<file path="src/rtl/uart_debug_host.sv">
// uart_debug_host
// Host-side initiator for the UART debug SRAM protocol. One read or write
// request is accepted at a time and serialised as command, address and
// optional data bytes into a uart_tx byte stream. For reads, the two-byte
// reply (high byte first) is collected from a uart_rx byte stream under a
// per-byte timeout.
//
// Ports:
//   clk, rst_n     system clock, asynchronous active-low reset
//   req_valid      request present
//   req_ready      block idle; request accepted when req_valid & req_ready
//   req_write      1 = write, 0 = read
//   req_addr       18-bit SRAM word address
//   req_wdata      16-bit write data (ignored for reads)
//   rsp_valid      one-cycle completion pulse
//   rsp_rdata      read data, valid with rsp_valid
//   rsp_timeout    read reply timed out, valid with rsp_valid
//   tx_data        byte to uart_tx
//   tx_valid       byte valid towards uart_tx
//   tx_ready       uart_tx can take the byte
//   rx_data        byte from uart_rx
//   rx_valid       one-cycle strobe per received byte, no backpressure
//   busy           high in every state except IDLE
module uart_debug_host #(
    parameter int unsigned TIMEOUT = 65535
) (
    input  logic        clk,
    input  logic        rst_n,
    input  logic        req_valid,
    output logic        req_ready,
    input  logic        req_write,
    input  logic [17:0] req_addr,
    input  logic [15:0] req_wdata,
    output logic        rsp_valid,
    output logic [15:0] rsp_rdata,
    output logic        rsp_timeout,
    output logic [7:0]  tx_data,
    output logic        tx_valid,
    input  logic        tx_ready,
    input  logic [7:0]  rx_data,
    input  logic        rx_valid,
    output logic        busy
);

    localparam logic [23:0] LIMIT = 24'(TIMEOUT);

    typedef enum logic [3:0] {
        IDLE, CMD, AH, AL, DH, DL, RH, RL, DONE
    } state_t;

    state_t      state;
    state_t      state_next;
    logic        wr;
    logic [17:0] addr;
    logic [15:0] wdata;
    logic [23:0] cnt;
    logic        accept;
    logic        tx_fire;
    logic        expire;

    assign accept  = req_valid && (state == IDLE);
    assign tx_fire = tx_valid && tx_ready;

    // The reply wait expires on the edge where the counter would reach
    // LIMIT, so DONE is entered exactly LIMIT cycles after the last
    // command byte or the last received reply byte.
    assign expire = (cnt >= (LIMIT - 24'd1));

    // State register.
    always_ff @(posedge clk or negedge rst_n) begin
        if (!rst_n) begin
            state <= IDLE;
        end else begin
            state <= state_next;
        end
    end

    // Next-state logic. In the reply states a received byte always wins
    // over a timeout that expires in the same cycle.
    always_comb begin
        state_next = state;
        case (state)
            IDLE: if (req_valid) state_next = CMD;
            CMD:  if (tx_fire) state_next = AH;
            AH:   if (tx_fire) state_next = AL;
            AL:   if (tx_fire) state_next = wr ? DH : RH;
            DH:   if (tx_fire) state_next = DL;
            DL:   if (tx_fire) state_next = DONE;
            RH: begin
                if (rx_valid) begin
                    state_next = RL;
                end else if (expire) begin
                    state_next = DONE;
                end
            end
            RL: begin
                if (rx_valid || expire) begin
                    state_next = DONE;
                end
            end
            DONE:    state_next = IDLE;
            default: state_next = IDLE;
        endcase
    end

    // Request capture, reply latching and the reply timeout counter.
    // The request fields are frozen at acceptance so the requester may
    // change its inputs while the frame is in flight.
    always_ff @(posedge clk or negedge rst_n) begin
        if (!rst_n) begin
            wr          <= 1'b0;
            addr        <= 18'h0;
            wdata       <= 16'h0;
            rsp_rdata   <= 16'h0;
            rsp_timeout <= 1'b0;
            cnt         <= 24'h0;
        end else begin
            if (accept) begin
                wr          <= req_write;
                addr        <= req_addr;
                wdata       <= req_wdata;
                rsp_timeout <= 1'b0;
            end
            if ((state == AL) && tx_fire) begin
                cnt <= 24'h0;
            end else if ((state == RH) || (state == RL)) begin
                if (rx_valid) begin
                    cnt <= 24'h0;
                    if (state == RH) begin
                        rsp_rdata[15:8] <= rx_data;
                    end else begin
                        rsp_rdata[7:0] <= rx_data;
                    end
                end else begin
                    if (cnt != LIMIT) begin
                        cnt <= cnt + 24'd1;
                    end
                    if (expire) begin
                        rsp_timeout <= 1'b1;
                    end
                end
            end
        end
    end

    // Outputs decoded from the registered state; tx_data only changes on
    // a state change, so it is stable while a byte waits for tx_ready.
    always_comb begin
        tx_valid  = 1'b0;
        tx_data   = 8'h00;
        req_ready = (state == IDLE);
        busy      = (state != IDLE);
        rsp_valid = (state == DONE);
        case (state)
            CMD: begin
                tx_valid = 1'b1;
                tx_data  = {wr, 5'b00000, addr[17:16]};
            end
            AH: begin
                tx_valid = 1'b1;
                tx_data  = addr[15:8];
            end
            AL: begin
                tx_valid = 1'b1;
                tx_data  = addr[7:0];
            end
            DH: begin
                tx_valid = 1'b1;
                tx_data  = wdata[15:8];
            end
            DL: begin
                tx_valid = 1'b1;
                tx_data  = wdata[7:0];
            end
            default: begin
                tx_valid = 1'b0;
                tx_data  = 8'h00;
            end
        endcase
    end

endmodule
</file>
<file path="config.mk">
export PLATFORM = sky130hd
export DESIGN_NAME = uart_debug_host
export DESIGN_NICKNAME = d
export VERILOG_FILES = /design/src/rtl/uart_debug_host.sv
export SDC_FILE = /design/constraint.sdc
export NUM_CORES = 1
export LEC_CHECK = 0
export BUFFER_PORTS_ARGS = -buffer_cell sky130_fd_sc_hd__buf_2
export CAP_MARGIN = 20
export CORE_UTILIZATION = 45
export CTS_BUF_LIST = sky130_fd_sc_hd__clkbuf_8
export DETAILED_ROUTE_END_ITERATION = 7
export HOLD_SLACK_MARGIN = 0.08
export PLACE_DENSITY = 0.67
export SYNTH_ARGS = -nofsm -noshare
export SYNTH_HDL_FRONTEND = slang
export SYNTH_SLANG_ARGS = --single-unit
</file>
<file path="constraint.sdc">
create_clock -name clk -period 2.7 [get_ports clk]
set_input_delay 0.405 -clock clk [delete_from_list [all_inputs] [get_ports clk]]
set_output_delay 0.405 -clock clk [all_outputs]
set_load 0.01 [all_outputs]
</file>
==> summary.txt, run 1 <==
Yosys
  • Post-Syn Area: 0.00399 mm2
  • FFs w/ async S/R, synth: 1.00
  • Synth Warn #: 0
  • Top FF cell, synth: dfrtp_1
  • Number of synthesized flops with an enable pin: 0
  • Mean Syn Cell Area: 11.0 um2
  • Post-synthesis sequential area ratio: 0.502
  • Netlist cell types: 57
  • Cells after synthesis: 363
  • FF+latch count, synth: 80
  • Syn_nets: 413

Clocking
  • Clk root buf: clkbuf_8
  • Clock Path Buffers: 2
  • CTS Buf Count: 9
  • TritonCTS Sinks: 80
  • CTS tree: built
  • Worst-skew pair later-pin latency: 350 ps
  • Worst-path clk slew: 90 ps
  • CTS-repair resized insts: 0
  • Htree depth: 3

Critical path
  • Critical Path AT: 2000 ps
  • Buffers & Inverters on Critical Path: 2
  • Top delay family on crit path: simple AND/OR/NAND/NOR gates
  • Critical path cell sequence: nor4bb_2, buf_4, a22oi_1, nand3_1, buf_2
  • Critical-path top delay cell: dfrtp_1
  • CP endpoint kind: output pin
  • Worst Path Max Fanout: 14
  • CP peak stage delay: 550 ps
  • Crit Path Category: flop to output pin
  • Crit start category: flop
  • Req. time, crit path: 2300 ps

Flow run
  • Max cap viols: 0

Placement
  • Placed cells: 538
  • IO Port Bufs: 76
  • Final HPWL DP: 6350 um
  • GPL Wtd Cong: 0.844

Route
  • Top routing layer in use: met4
  • Vias per cell: 5.65
  • Met2 Wirelength: 4170 um
  • M1 WL: 4410 um
  • Via count: 3135
  • Initial DRC count: 128
  • WL/cell: 16.3 um
  • Antenna viol nets, final: 0
  • Met3 wire length: 354 um
  • Remaining DRCs: 0
  • Drt first pass iters: 5
  • DRT Wirelength: 9050 um

Layout
  • Ant diodes: 0
  • Synthesis-to-finish area growth: 17.9%
  • Final Net Count: 495
  • Layout cells sized above 1: 0.342
  • Non-Filler Instances: 555
  • Filler instances: 744

Floorplanning
  • Core box area: 0.00838 mm2
  • Initial Utilization: 0.475
  • Row count: 33
  • Die ar.: 0.00924 mm2
  • Die Ht: 96.1 um
  • Num ports: 77
  • Die width: 96.1 um

GRT
  • First-pass GRT wire length: 15000 um
  • Initial antenna violation count: 0
  • Vias in the first global route: 3075
  • Total GRT Usage: 0.213
  • Remaining global-route overflow: 0
  • Largest net degree at the start of global routing: 46

STA
  • Slew headroom: 0.597
  • Measured slew at the worst slew-check pin: 604 ps
  • Max Fclk: 417 MHz
  • Max-slew violation count: 0
  • Tcrit/Tclk final: 0.889
  • RSZ-0062 raised after global routing: no
  • Final setup fails: 0
  • Worst Clk Skew: 9.68 ps
  • Final hold violation count: 0
  • Min cycle time layout: 2400 ps
  • Setup tns final: 0 ps

Power and ir drop
  • Worst IR Drop VDD: 0.000590 V
  • Leakage power: 0.00213 uW
  • Power per Cell Area: 966 mW/mm2

Run status
  • Status: completed

Worst hold path
  • HP Class: input port to flop
-- placed cells by master, fill, tap and decap left out, drive strengths merged, types with 2 or more instances in the layout --
master,count
buf,87
dfrtp,80
mux2,51
nand2,36
o21ai,30
nor2,17
a22oi,16
nand3,13
o31ai,11
clkbuf,10
nand4,9
a21oi,8
a31oi,8
inv,8
and4,6
nand2b,5
nor4,5
nor3,5
and2,5
and3,3
a41oi,3
nor2b,3
o22ai,2
a21o,2
ha,2
clkinvlp,2
or2,2
nor4b,2
a211o,2
-- timing repair --
item | in CTS | in global routing
endpoints found under the hold margin | 25 | 0
hold buffers | 1 | 0
buffers inserted | 0 | 0
setup endpoints to repair | 0 | 0
-- worst register-to-register path: stages, from the launching register on --
cell and delay, ps:
dfrtp_1 430, ha_1 270, and4_1 250, and4_1 250
a21oi_1 480, buf_4 240, a31oi_1 80, a31oi_1 160
-- logic make-up after synthesis --
kind of cell | after synthesis | share of synthesized area
adders and majority gates | 2 | 0.00628
muxes | 51 | 0.144
DFF | 80 | 0.502
and+or+nand+nor | 117 | 0.162
buffers and inverters | 23 | 0.0314
AOI/OAI and AO/OA | 90 | 0.154
-- registers in the layout (all words and copies together), names as in the netlist --
signal,flops
wdata,16
addr,18
state,4
rsp_timeout,1
wr,1
rsp_rdata,16
cnt,24
-- routing by layer --
layer | up-vias | track usage
met5 | - | 0
met4 | 0 | 0.0808
met3 | 10 | 0.0379
li1 | 1526 | -
met2 | 72 | 0.319
met1 | 1527 | 0.306
-- synth_stat cells, types with 3 or more instances --
master,count,area [um2]
inv_1,5,18.8
o21ai_0,9,45.0
and3_1,3,18.8
nor2_1,16,60.1
o21ai_1,20,100
nand4_1,8,50.1
buf_2,8,40.0
mux2_2,35,394
nor2b_1,3,18.8
nand2_1,36,135
nor3_1,3,15.0
dfrtp_1,80,2000
and2_1,3,18.8
a31oi_1,8,50.1
a22oi_1,16,120
o31ai_1,11,82.6
clkbuf_1,5,18.8
a21oi_1,8,40.0
nor4_1,5,31.3
nand2b_1,5,31.3
nand3_1,13,65.1
a41oi_1,3,26.3
and4_1,5,43.8
mux2_1,16,180
-- through the flow --
stage | setup WS (ps) | total power [uW] | cell area [um2] | utilization | hold WS (ps)
4_1_cts | 274 | 4570 | 4700 | 0.561 | 243
5_1_grt | 136 | 4850 | 4700 | 0.561 | 245
2_1_floorplan | 841 | 3040 | 3990 | - | 109
3_5_place_dp | 534 | 3650 | 4490 | 0.535 | 454
3_3_place_gp | 597 | 3600 | 4490 | 0.535 | 447
6_report | 299 | 4540 | 4700 | 0.561 | 255
-- layout make-up --
class	instances	area, um2	share of cell area
clock buffer	10	138	0.0293
clock inverter	6	66.3	0.0141
inverter	6	22.5	0.00479
multi-input combinational	260	1860	0.397
sequential	80	2000	0.426
tap	105	131	0.0280
timing repair buffer	88	475	0.101
-- worst paths after layout --
path	startpoint	to	slack, ps	depth (start not counted)
setup / recovery	state[2]	tx_data[7]	300	5
hold / removal	req_addr[1]	addr[1]	250	2
max in group asynchronous	rst_n	wdata[0]	1410	3
min in group asynchronous	rst_n	cnt[12]	580	2
hold reg to reg	rsp_timeout	rsp_timeout	490	2
setup reg to reg	cnt[0]	cnt[22]	470	7
-- power breakdown --
group          total, uW  internal (uW)  leakage (uW)  switching (uW)
clock network        912            456      0.000101             456
registers           1930           1640       0.00101             299
logic               1690            828       0.00102             867
total               4540           2920       0.00213            1620
(Power assumes the default switching activity.)
==> inputs of run 2 (changes only) <==
--- a/config.mk
+++ b/config.mk
@@ -7,11 +7,11 @@
 export LEC_CHECK = 0
 export BUFFER_PORTS_ARGS = -buffer_cell sky130_fd_sc_hd__buf_2
 export CAP_MARGIN = 20
-export CORE_UTILIZATION = 45
+export CORE_UTILIZATION = 55
 export CTS_BUF_LIST = sky130_fd_sc_hd__clkbuf_8
 export DETAILED_ROUTE_END_ITERATION = 7
 export HOLD_SLACK_MARGIN = 0.08
-export PLACE_DENSITY = 0.67
+export PLACE_DENSITY = 0.79
 export SYNTH_ARGS = -nofsm -noshare
 export SYNTH_HDL_FRONTEND = slang
 export SYNTH_SLANG_ARGS = --single-unit
==> summary.txt, run 2 (synthesized netlist as in run 1, its figures left out) <==
Critical path
  • CP endpoint kind: output pin (unchanged)
  • Critical Path AT: 1990 ps (was 2000 ps)
  • CP peak stage delay: 630 ps (was 550 ps)
  • Crit start category: flop (unchanged)
  • Worst Path Max Fanout: 14 (unchanged)
  • Crit Path Category: flop to output pin (unchanged)
  • Critical-path top delay cell: dfrtp_1 (unchanged)
  • Critical path cell sequence: nand2b_1, nor2_1, buf_4, a22oi_1, nand3_1, buf_2 (was nor4bb_2, buf_4, a22oi_1, nand3_1, buf_2)
  • Req. time, crit path: 2300 ps (about the same)

Placement
  • Final HPWL DP: 6360 um (was 6350 um)
  • GPL Wtd Cong: 0.890 (was 0.844)
  • IO Port Bufs: 76 (unchanged)

Floorplanning
  • Core box area: 0.00691 mm2 (was 0.00838 mm2)
  • Row count: 30 (was 33)
  • Die ar.: 0.00759 mm2 (was 0.00924 mm2)
  • Num ports: 77 (unchanged)
  • Die Ht: 87.1 um (was 96.1 um)
  • Die width: 87.1 um (was 96.1 um)
  • Initial Utilization: 0.577 (was 0.475)

GRT
  • Total GRT Usage: 0.258 (was 0.213)
  • Remaining global-route overflow: 0 (unchanged)
  • Vias in the first global route: 3135 (was 3075)
  • First-pass GRT wire length: 15000 um (about the same)
  • Largest net degree at the start of global routing: 81 (was 46)
  • Initial antenna violation count: 0 (unchanged)

Layout
  • Ant diodes: 0 (unchanged)
  • Max reg flops: 24 (unchanged)
  • Synthesis-to-finish area growth: 19.1% (was 17.9%)
  • Top Registers: cnt (24), addr (18) (unchanged)
  • Layout cells sized above 1: 0.343 (was 0.342)
  • Largest Register: cnt (unchanged)
  • Most common cell after layout, fill and taps aside: dfrtp_1 (unchanged)
  • Final Net Count: 494 (was 495)
  • Filler instances: 532 (was 744)
  • Most frequent cells in the layout: 80 x dfrtp_1, 75 x buf_2, 36 x nand2_1 (unchanged)

STA
  • Measured slew at the worst slew-check pin: 563 ps (was 604 ps)
  • Max-slew violation count: 0 (unchanged)
  • Worst Clk Skew: 13.8 ps (was 9.68 ps)
  • RSZ-0062 raised after global routing: no (unchanged)
  • Slew headroom: 0.621 (was 0.597)
  • Final hold violation count: 0 (unchanged)
  • Tcrit/Tclk final: 0.887 (was 0.889)
  • Final setup fails: 0 (unchanged)
  • Setup tns final: 0 ps (unchanged)
  • Min cycle time layout: 2400 ps (about the same)
  • Max Fclk: 417 MHz (about the same)

Power and ir drop
  • Worst IR Drop VDD: 0.000624 V (was 0.000590 V)
  • Power per Cell Area: 1000 mW/mm2 (was 966 mW/mm2)
  • Pwr Total: 4760 uW (was 4540 uW)
  • Leakage power: 0.00216 uW (was 0.00213 uW)

Clocking
  • TritonCTS Sinks: 80 (unchanged)
  • Clk root buf: clkbuf_8 (unchanged)
  • Htree depth: 3 (unchanged)
  • CTS tree: built (unchanged)
  • Worst-skew pair later-pin latency: 360 ps (was 350 ps)
  • CTS Buf Count: 9 (unchanged)
  • Worst-path clk slew: 90 ps (about the same)
  • Clock Path Buffers: 2 (unchanged)
  • Postcts setup bufs: 0 (unchanged)

Route
  • Via count: 3194 (was 3135)
  • Initial DRC count: 172 (was 128)
  • Drt first pass iters: 4 (was 5)
  • DRT Wirelength: 9140 um (was 9050 um)
  • WL/cell: 16.8 um (was 16.3 um)
  • Antenna viol nets, final: 0 (unchanged)
  • Remaining DRCs: 0 (unchanged)
  • Vias per cell: 5.86 (was 5.65)

Run status
  • Status: completed (unchanged)

Worst hold path
  • HP Class: input port to flop (unchanged)

Flow run
  • Max cap viols: 0 (unchanged)
[run 2: metal layers]
layer / share of wire / global-route usage
met4: 0.0079 / 0.0730
met1: 0.45 / 0.352
met2: 0.48 / 0.412
met3: 0.063 / 0.0654
met5: 0 / 0
[run 2: path summary, 6_finish.rpt]
kind | slack [ps] | end | depth (start not counted) | start
worst max-delay path | 300 | tx_data[1] | 6 | state[2]
worst min-delay path | 250 | addr[12] | 2 | req_addr[12]
worst max register to register | 640 | cnt[5] | 7 | cnt[0]
worst min register to register | 500 | rsp_timeout | 2 | rsp_timeout
max in group asynchronous | 1620 | addr[9] | 3 | rst_n
min in group asynchronous | 500 | cnt[15] | 2 | rst_n
[run 2: layout make-up]
class	instances	area, um2	area share
Clock buffer	9	124	0.0261
Clock inverter	7	126	0.0266
Inverter	6	22.5	0.00474
Multi-Input combinational cell	260	1860	0.393
Sequential cell	80	2000	0.422
Tap cell	96	120	0.0253
Timing Repair Buffer	87	488	0.103
[run 2: repair_timing]
item / in CTS / in global routing
hold endpoints to repair: 0 / 25
hold buffers: 0 / 1
gates resized for setup: 0 / 0
[run 2: critical path: cells and delay by family, from the launching register on]
kind,cells,cell delay (ps)
AND/OR/NAND/NOR,3,580
buffers and inverters,2,340
flip-flops,1,630
AO/OA/AOI/OAI,1,100
[run 2: where the power goes]
part | switching, uW | internal [uW] | total, uW
clock | 468 | 625 | 1090
sequential | 319 | 1640 | 1960
combinational | 885 | 831 | 1720
[run 2: stage by stage]
stage / instances / setup slack (ps) / hold WS (ps) / utilization / area [um2]
floorplan: 363 / 841 / 109 / - / 3990
global placement: 527 / 746 / 475 / 0.646 / 4460
detailed placement: 527 / 680 / 472 / 0.646 / 4460
CTS: 543 / 285 / 242 / 0.682 / 4710
global route: 545 / 101 / 250 / 0.687 / 4750
finish: 545 / 304 / 252 / 0.687 / 4750
